[config.mk]
export PLATFORM = sky130hd
export DESIGN_NAME = fifo_tx_arbiter
export DESIGN_NICKNAME = d
export VERILOG_FILES = /design/src/rtl/fifo_tx_arbiter.sv
export SDC_FILE = /design/constraint.sdc
export NUM_CORES = 1
export LEC_CHECK = 0
export CORE_AREA = 2 2 79 81
export CTS_CLUSTER_DIAMETER = 30
export DETAILED_ROUTE_END_ITERATION = 16
export DIE_AREA = 0 0 81 83
export PLACE_DENSITY_LB_ADDON = 0.3
export SLEW_MARGIN = 20
export SYNTH_ARGS = -nofsm -noshare
export SYNTH_HDL_FRONTEND = slang
export SYNTH_SLANG_ARGS = --single-unit
[constraint.sdc]
create_clock -name clk -period 4.2 [get_ports clk]
set_input_delay 0.84 -clock clk [delete_from_list [all_inputs] [get_ports clk]]
set_output_delay 0.84 -clock clk [all_outputs]
set_load 0.005 [all_outputs]
[src/rtl/fifo_tx_arbiter.sv]
// rtl/fifo_tx_arbiter.sv - round-robin arbiter sharing one FIFO transmit handshake among producers
module fifo_tx_arbiter #(
  parameter int WIDTH    = 8,
  parameter int NUM_REQ  = 4,
  parameter int ID_WIDTH = 2
) (
  input  logic                     clk,
  input  logic                     rst,
  input  logic [NUM_REQ-1:0]       req_rdy,
  input  logic [NUM_REQ*WIDTH-1:0] req_data,
  output logic [NUM_REQ-1:0]       req_done,
  output logic                     tx_rdy,
  input  logic                     tx_done,
  output logic [WIDTH-1:0]         in_data,
  output logic                     grant_valid,
  output logic [ID_WIDTH-1:0]      grant_id,
  output logic [15:0]              xfer_count
);

  typedef enum logic [1:0] {IDLE, REQ, ACK, REL} state_t;

  state_t              state_q, state_d;
  logic [ID_WIDTH-1:0] last_grant, last_grant_d;
  logic [NUM_REQ-1:0]  req_done_d;
  logic                tx_rdy_d;
  logic [WIDTH-1:0]    in_data_d;
  logic                grant_valid_d;
  logic [ID_WIDTH-1:0] grant_id_d;
  logic [15:0]         xfer_count_d;

  logic                win_found;
  logic [ID_WIDTH-1:0] win_id;
  logic [WIDTH-1:0]    win_data;
  logic [NUM_REQ-1:0]  grant_onehot;
  logic                grant_rdy;

  // Rotating priority: indices above last_grant first, then wrap around to
  // the low indices (last_grant itself comes last).
  always_comb begin
    win_found = 1'b0;
    win_id    = '0;
    win_data  = '0;
    for (int i = 0; i < NUM_REQ; i++) begin
      if (!win_found && req_rdy[i] && (i > int'(last_grant))) begin
        win_found = 1'b1;
        win_id    = ID_WIDTH'(i);
        win_data  = req_data[i*WIDTH +: WIDTH];
      end
    end
    for (int i = 0; i < NUM_REQ; i++) begin
      if (!win_found && req_rdy[i] && (i <= int'(last_grant))) begin
        win_found = 1'b1;
        win_id    = ID_WIDTH'(i);
        win_data  = req_data[i*WIDTH +: WIDTH];
      end
    end
  end

  assign grant_onehot = NUM_REQ'(1) << grant_id;
  assign grant_rdy    = |(req_rdy & grant_onehot);

  always_comb begin
    state_d       = state_q;
    last_grant_d  = last_grant;
    req_done_d    = req_done;
    tx_rdy_d      = tx_rdy;
    in_data_d     = in_data;
    grant_valid_d = grant_valid;
    grant_id_d    = grant_id;
    xfer_count_d  = xfer_count;
    case (state_q)
      IDLE: begin
        // A FIFO still showing done (e.g. right after reset) blocks new grants.
        if (win_found && !tx_done) begin
          in_data_d     = win_data;
          grant_id_d    = win_id;
          last_grant_d  = win_id;
          grant_valid_d = 1'b1;
          tx_rdy_d      = 1'b1;
          state_d       = REQ;
        end
      end
      REQ: begin
        if (tx_done) begin
          req_done_d   = grant_onehot;
          tx_rdy_d     = 1'b0;
          xfer_count_d = xfer_count + 16'd1;
          state_d      = ACK;
        end
      end
      ACK: begin
        if (!grant_rdy) begin
          req_done_d = '0;
          state_d    = REL;
        end
      end
      REL: begin
        if (!tx_done) begin
          grant_valid_d = 1'b0;
          state_d       = IDLE;
        end
      end
      default: state_d = IDLE;
    endcase
  end

  always_ff @(posedge clk) begin
    if (rst) begin
      state_q     <= IDLE;
      last_grant  <= ID_WIDTH'(NUM_REQ - 1);
      req_done    <= '0;
      tx_rdy      <= 1'b0;
      in_data     <= '0;
      grant_valid <= 1'b0;
      grant_id    <= '0;
      xfer_count  <= '0;
    end else begin
      state_q     <= state_d;
      last_grant  <= last_grant_d;
      req_done    <= req_done_d;
      tx_rdy      <= tx_rdy_d;
      in_data     <= in_data_d;
      grant_valid <= grant_valid_d;
      grant_id    <= grant_id_d;
      xfer_count  <= xfer_count_d;
    end
  end

endmodule

# --- After elaboration in Yosys (flattened, before gate mapping) ---
# Index checks and enable logic that the tools add are counted.
# W data, S select, Z words.
totals:
  regBits: 36
  inputBits: 39
  out_inout_bits: 32
  elab_cells: 89
op_classes:
  add_sub_neg: 1
  magnitude_cmp: 6
  eq_ne: 7
  shifts: 1
  mux: 34
  bitwise: 1
  reduce_logical: 31
ops:
  columns: ["op", "n"]
  rows:
  - ["$mux W8", 7]
  - ["$mux W2", 10]
  - ["$add A16 B1 Y16 const B", 1]
  - ["$logic_and A1 B1 Y1", 13]
  - ["$mux W1", 11]
  - ["$reduce_and A3 Y1", 3]
  - ["$mux W4", 2]
  - ["$ne A2 B2 Y1 const B", 4]
  - ["$pmux W2 S4", 1]
  - ["$pmux W4 S2", 1]
  - ["$logic_not A1 Y1", 7]
  - ["$reduce_bool A2 Y1", 3]
  - ["$and A4 B4 Y4", 1]
  - ["$eq A2 B2 Y1 const B", 2]
  - ["$gt A2 B2 Y1 const A", 2]
  - ["$le A2 B2 Y1 const A", 2]
  - ["$pmux W1 S2", 2]
  - ["$reduce_and A2 Y1", 2]
  - ["$reduce_and A4 Y1", 1]
  - ["$reduce_or A4 Y1", 1]
  - ["$shl A1 B2 Y4 const A", 1]
  - ["$eq A2 B1 Y1 const B", 1]
  - ["$gt A1 B2 Y1 const A", 1]
  - ["$le A1 B2 Y1 const A", 1]
  - ["$logic_not A2 Y1", 1]

# --- Longest topological paths before layout ---
depth:
  word_depth: 29
  mapped_depth: 9
  depth_no_buf: 7

# --- Least setup slack after synthesis ---
# OpenSTA, ideal clock, no wires.
synth_timing:
  kind: "input port to flip-flop"
  start: "in req_rdy[0]"
  end: "reg in_data[3]"
  setup_time_ps: 120
  t_arrival_ps: 2155
  required_time_ps: 4080
  slack_ps: 1925
  path_stages: 8
  path_buffers: 3
  path_cell_list: "buf_2 -> or4_4 -> and2_4 -> buf_6 -> buf_6 -> nand3_1 -> a21oi_1 -> a211o_1"
synth_between:
  elab_chain_len: 16
  elab_cells_between_ends: 20
  cone_classes: "mux: 8; reduce/logical: 12"
synth_rtl:
  columns: ["element", "line_no", "rtl"]
  rows:
  - ["start, declared", "9", "input logic [NUM_REQ-1:0] req_rdy,"]
  - ["$logic_and A1 B1 Y1 (*)", "51", "if (!win_found && req_rdy[i] && (i <= int'(last_grant))) begin"]
  - ["$mux W1", "51", null]
  - ["$logic_not A1 Y1", "51", null]
  - ["$logic_and A1 B1 Y1 (2 in a row)", "51", null]
  - ["$mux W1", "51", null]
  - ["$logic_not A1 Y1", "51", null]
  - ["$logic_and A1 B1 Y1 (2 in a row)", "51", null]
  - ["$mux W1", "51", null]
  - ["$logic_not A1 Y1", "51", null]
  - ["$logic_and A1 B1 Y1 (2 in a row)", "51", null]
  - ["$mux W1", "51", null]
  - ["$logic_and A1 B1 Y1", "74", "if (win_found && !tx_done) begin"]
  - ["$reduce_and A2 Y1 (no source line)", null, null]
  - ["end signal, assigned", "122", "in_data <= in_data_d;"]
  - ["end, declared", "14", "output logic [WIDTH-1:0] in_data,"]
# Mark *: on every way between the ends. The rest lies on a longest branch, timed or not.
# A chain may end at the register's enable or synchronous reset.

# --- Worst setup path after layout ---
layout_timing:
  start: "in req_rdy[2]"
  end: "reg in_data[0]"
layout_between:
  elab_chain_len: 24
  elab_cells_between_ends: 30
  cone_classes: "mux: 12; reduce/logical: 18"
layout_rtl:
  columns: ["element", "line_no", "rtl"]
  rows:
  - ["$logic_and A1 B1 Y1 (2 in a row)", "44", "if (!win_found && req_rdy[i] && (i > int'(last_grant))) begin"]
  - ["$mux W1", "44", null]
  - ["$logic_not A1 Y1", "44", null]
  - ["$logic_and A1 B1 Y1 (2 in a row)", "44", null]
  - ["$mux W1", "44", null]
  - ["$logic_not A1 Y1", "51", null]
  - ["$logic_and A1 B1 Y1", "51", null]
  - ["$mux W1", "51", null]
  - ["[... 4 more ...]", null, null]
  - ["$logic_not A1 Y1", "51", null]
  - ["$logic_and A1 B1 Y1 (2 in a row)", "51", null]
  - ["$mux W1", "51", null]
  - ["$logic_not A1 Y1", "51", null]
  - ["$logic_and A1 B1 Y1 (2 in a row)", "51", null]
  - ["$mux W1", "51", null]
  - ["$logic_and A1 B1 Y1", "74", null]
  - ["$reduce_and A2 Y1 (no source line)", null, null]
# Parallel ways exist; a longest one is shown, timed or not.

==> report_table.html <==
<table>
<tr><th>Metric</th><th>Value</th></tr>
<tr><th colspan="2">Finish</th></tr>
<tr><td>Area of the multi-input gates</td><td>1360 sq um</td></tr>
<tr><td>Highest-count cells in the layout ignoring fill and taps</td><td>70 x clkdlybuf4s50_1, 36 x dfxtp_1, 35 x nand2_1, 32 x a21oi_1, 30 x nor2_1</td></tr>
<tr><td>Synthesis-to-finish area growth</td><td>35.3%</td></tr>
<tr><td>Nets</td><td>395</td></tr>
<tr><td>Fill cell count</td><td>591</td></tr>
<tr><td>Sequential cell area</td><td>721 sq um</td></tr>
<tr><td>Most frequent standard cell in the layout excluding fill and tap cells</td><td>clkdlybuf4s50_1</td></tr>
<tr><td>Layout cell share with drive strength beyond 1</td><td>5.13%</td></tr>
<tr><td>Cell area after layout</td><td>3040 sq um</td></tr>
<tr><td>Count of antenna diodes in the layout</td><td>0</td></tr>
<tr><th colspan="2">Logic synthesis</th></tr>
<tr><td>Nets in the synthesized netlist</td><td>335</td></tr>
<tr><td>Mapped Cells</td><td>290</td></tr>
<tr><td>Syn. warnings</td><td>0</td></tr>
<tr><td>Yosys reg bits</td><td>36</td></tr>
<tr><td>Seq/Total Area, Yosys</td><td>32.1%</td></tr>
<tr><td>Mux contribution to synthesized area</td><td>1.45%</td></tr>
<tr><td>Number of flops mapped to enable cells by yosys</td><td>0</td></tr>
<tr><td>Ys async rst share</td><td>0%</td></tr>
<tr><td>Share of the synthesized area in compound gates (AO/OA/AOI/OAI)</td><td>24.3%</td></tr>
<tr><td>Synthesized area per cell</td><td>7.75 sq um</td></tr>
<tr><td>Simple-Gate Fraction of Synth Area</td><td>27.2%</td></tr>
<tr><td>Netlist Area Pre-Place</td><td>2250 sq um</td></tr>
<tr><td>Dominant combinational cell family by area after synthesis</td><td>simple AND/OR/NAND/NOR gates</td></tr>
<tr><td>Adder-cell share of the synthesized area</td><td>3.34%</td></tr>
<tr><td>Synth Area in XOR/XNOR</td><td>4.28%</td></tr>
<tr><td>Distinct cell type count after synthesis</td><td>50</td></tr>
<tr><td>Primary FF master, synth</td><td>dfxtp_1</td></tr>
<tr><th colspan="2">Clock network</th></tr>
<tr><td># Post-CTS Setup Buffers</td><td>0</td></tr>
<tr><td>Reg clk slew, reported paths</td><td>0.08 ns</td></tr>
<tr><td>Total CTS buffers</td><td>5</td></tr>
<tr><td>CTS Buffer Depth</td><td>2</td></tr>
<tr><td>TritonCTS sink count</td><td>36</td></tr>
<tr><td>Cts-stage hold buffer count</td><td>0</td></tr>
<tr><td>Post-cts gate resize count</td><td>0</td></tr>
<tr><td>Insertion delay of the later-clocked pin in the worst-skew pair</td><td>0.28 ns</td></tr>
<tr><td>Clock tree from TritonCTS</td><td>built</td></tr>
<tr><td>Cell chosen for the clock root</td><td>clkbuf_8</td></tr>
<tr><td>Htree depth</td><td>2</td></tr>
<tr><th colspan="2">STA</th></tr>
<tr><td>Actual transition at the worst max-transition pin</td><td>0.810 ns</td></tr>
<tr><td>Clock Skews</td><td>0.00593 ns</td></tr>
<tr><td>Setup tns final</td><td>0 ns</td></tr>
<tr><td>Hold violation total from the final report</td><td>0</td></tr>
<tr><td>Final critical path time including I/O delays and setup</td><td>2.90 ns</td></tr>
<tr><td>Max Transition Viols Final</td><td>0</td></tr>
<tr><td>Share of the clock period used by the worst path after layout</td><td>68.9%</td></tr>
<tr><td>Max frequency</td><td>0.345 GHz</td></tr>
<tr><td>Number of setup violations in the final report</td><td>0</td></tr>
<tr><td>Tightest slew margin relative to the limit</td><td>45.5%</td></tr>
<tr><td>Setup repair after global routing missed its margin</td><td>false</td></tr>
<tr><th colspan="2">Worst setup path</th></tr>
<tr><td>Capturing element type of the critical path</td><td>flop</td></tr>
<tr><td>Highest fanout seen on the critical path</td><td>16</td></tr>
<tr><td>Data required time of the critical path</td><td>4.44 ns</td></tr>
<tr><td>Worst path arrival time</td><td>3.13 ns</td></tr>
<tr><td>Type of element launching the critical path</td><td>input port</td></tr>
<tr><td>Critical path class</td><td>input port to flop</td></tr>
<tr><th colspan="2">GRT</th></tr>
<tr><td>Aggregate global routing overflow</td><td>0</td></tr>
<tr><td>First-pass GRT wire length</td><td>10400 um</td></tr>
<tr><td>Antenna violations before repair</td><td>0</td></tr>
<tr><td>Vias in the first global route</td><td>2223</td></tr>
<tr><td>Largest net degree at the start of global routing</td><td>38</td></tr>
<tr><td>Global routing usage summed across all routing layers</td><td>18.9%</td></tr>
<tr><th colspan="2">Die</th></tr>
<tr><td>Boundary Pins</td><td>71</td></tr>
<tr><td>Die Height</td><td>83 um</td></tr>
<tr><td>Standard-cell rows</td><td>28</td></tr>
<tr><td>Area of the die</td><td>6720 sq um</td></tr>
<tr><td>Die X-Extent</td><td>81 um</td></tr>
<tr><td>Initial Util</td><td>38.7%</td></tr>
<tr><td>Floorplan Core Area</td><td>5820 sq um</td></tr>
<tr><th colspan="2">Outcome</th></tr>
<tr><td>Result of the run</td><td>finished clean</td></tr>
<tr><th colspan="2">Placement</th></tr>
<tr><td>Port Buffers</td><td>70</td></tr>
<tr><td>Placed cell area</td><td>2940 sq um</td></tr>
<tr><td>Global placer's final weighted congestion</td><td>0.859</td></tr>
<tr><td>Final HPWL from detailed placement</td><td>4440 um</td></tr>
<tr><th colspan="2">Power and ir drop</th></tr>
<tr><td>Pwr Density</td><td>407 nW/um^2</td></tr>
<tr><td>P_leak</td><td>1.08 nW</td></tr>
<tr><td>Worst ir drop on vdd</td><td>0.222 mV</td></tr>
<tr><th colspan="2">Drt</th></tr>
<tr><td>Detailed-route vias per instance</td><td>5.51</td></tr>
<tr><td>DRC violations left</td><td>0</td></tr>
<tr><td>Total detailed-routing wirelength</td><td>6130 um</td></tr>
<tr><td>Router iterations before antenna repair</td><td>4</td></tr>
<tr><td>Per-cell routed wire length</td><td>14.4 um</td></tr>
<tr><td>Routed via count</td><td>2348</td></tr>
<tr><td>Final antenna-violating net count</td><td>0</td></tr>
<tr><td>Number of DRC markers after the initial detailed-route iteration</td><td>134</td></tr>
<tr><th colspan="2">Min path</th></tr>
<tr><td>Type of the most critical hold path</td><td>flop to flop</td></tr>
<tr><th colspan="2">Job</th></tr>
<tr><td># Max-Cap Violations</td><td>0</td></tr>
</table>
[final timing paths]
kind | depth (start not counted) | from | endpoint | slack (ns)
setup / recovery | 6 | req_rdy[2] | in_data[0] | 1.30
hold / removal | 2 | req_done[3] | req_done[3] | 0.47
setup reg to reg | 5 | last_grant[1] | in_data[0] | 2.06
hold reg to reg | 2 | req_done[3] | req_done[3] | 0.47
[Yosys cell counts, types with 3 or more instances]
master | n | area [sq um]
nand2b_1 | 4 | 25.0
inv_1 | 12 | 45.0
buf_6 | 6 | 67.6
a211oi_1 | 4 | 30.0
nand3_1 | 16 | 80.1
xor2_1 | 3 | 26.3
nor4_1 | 5 | 31.3
nor3_1 | 6 | 30.0
o21ai_0 | 11 | 55.1
a211o_1 | 7 | 61.3
buf_2 | 5 | 25.0
a22oi_1 | 5 | 37.5
nand2_1 | 35 | 131
dfxtp_1 | 36 | 721
nor2_1 | 30 | 113
clkbuf_1 | 8 | 30.0
xnor2_1 | 8 | 70.1
nor2b_1 | 3 | 18.8
or3_1 | 6 | 37.5
a21oi_1 | 32 | 160
a221o_1 | 6 | 60.1
a31oi_1 | 3 | 18.8
ha_1 | 6 | 75.1
[logic make-up after synthesis]
kind of cell / count (synthesis)
AO/OA/AOI/OAI: 81
AND/OR/NAND/NOR: 123
buffers and inverters: 31
XOR/XNOR: 11
flip-flops: 36
multiplexers: 2
adder cells (fa/ha/maj): 6
[routing by layer]
metal / share of wire, % / track usage, % / up-vias / routed length [um]
met2: 43 / 29.9 / 100 / 2640
met5: 0 / 0 / - / 0
met3: 8.5 / 4.35 / 6 / 521
li1: - / - / 1160 / -
met4: 0.75 / 4.78 / 0 / 46
met1: 48 / 25.8 / 1082 / 2930
[worst max-delay path, cell delays in order]
cell and delay [ns]:
clkdlybuf4s50_1 0.87, inv_1 0.22, nor4_1 0.75, a22oi_1 0.20, nor2_1 0.14, a211o_1 0.11
[registers in the layout, indices dropped and copies added, names as in the netlist]
name and count:
in_data 8, grant_id 2, last_grant 2, xfer_count 16, state_q 2, tx_rdy 1, req_done 4, grant_valid 1
[power breakdown]
group	internal (mW)	total, mW	switching [mW]	leakage, nW
combinational	0.240	0.484	0.244	0.731
clock	0.176	0.301	0.125	0.0552
sequential	0.394	0.454	0.0597	0.293
[cell type report]
type / instances / area share, %
clock buffers: 6 / 2.38
clock inverters: 2 / 1.15
inverters: 12 / 1.48
multi-input cells: 223 / 44.7
flip-flops and latches: 36 / 23.7
well taps: 75 / 3.08
repair buffers: 72 / 23.5
[per-stage QoR]
step | hold WS (ns) | utilization [%] | setup WS [ns] | std cells | power (mW)
floorplan | 0.448 | - | 1.93 | 290 | 0.784
global route | 0.514 | 52.3 | 1.15 | 426 | 1.33
CTS | 0.473 | 52.3 | 1.32 | 426 | 1.25
detailed placement | 0.462 | 50.5 | 1.01 | 418 | 0.942
global placement | 0.458 | 50.5 | 1.05 | 418 | 0.939
finish | 0.466 | 52.3 | 1.30 | 426 | 1.24
Power figures use the tool's default switching activity.
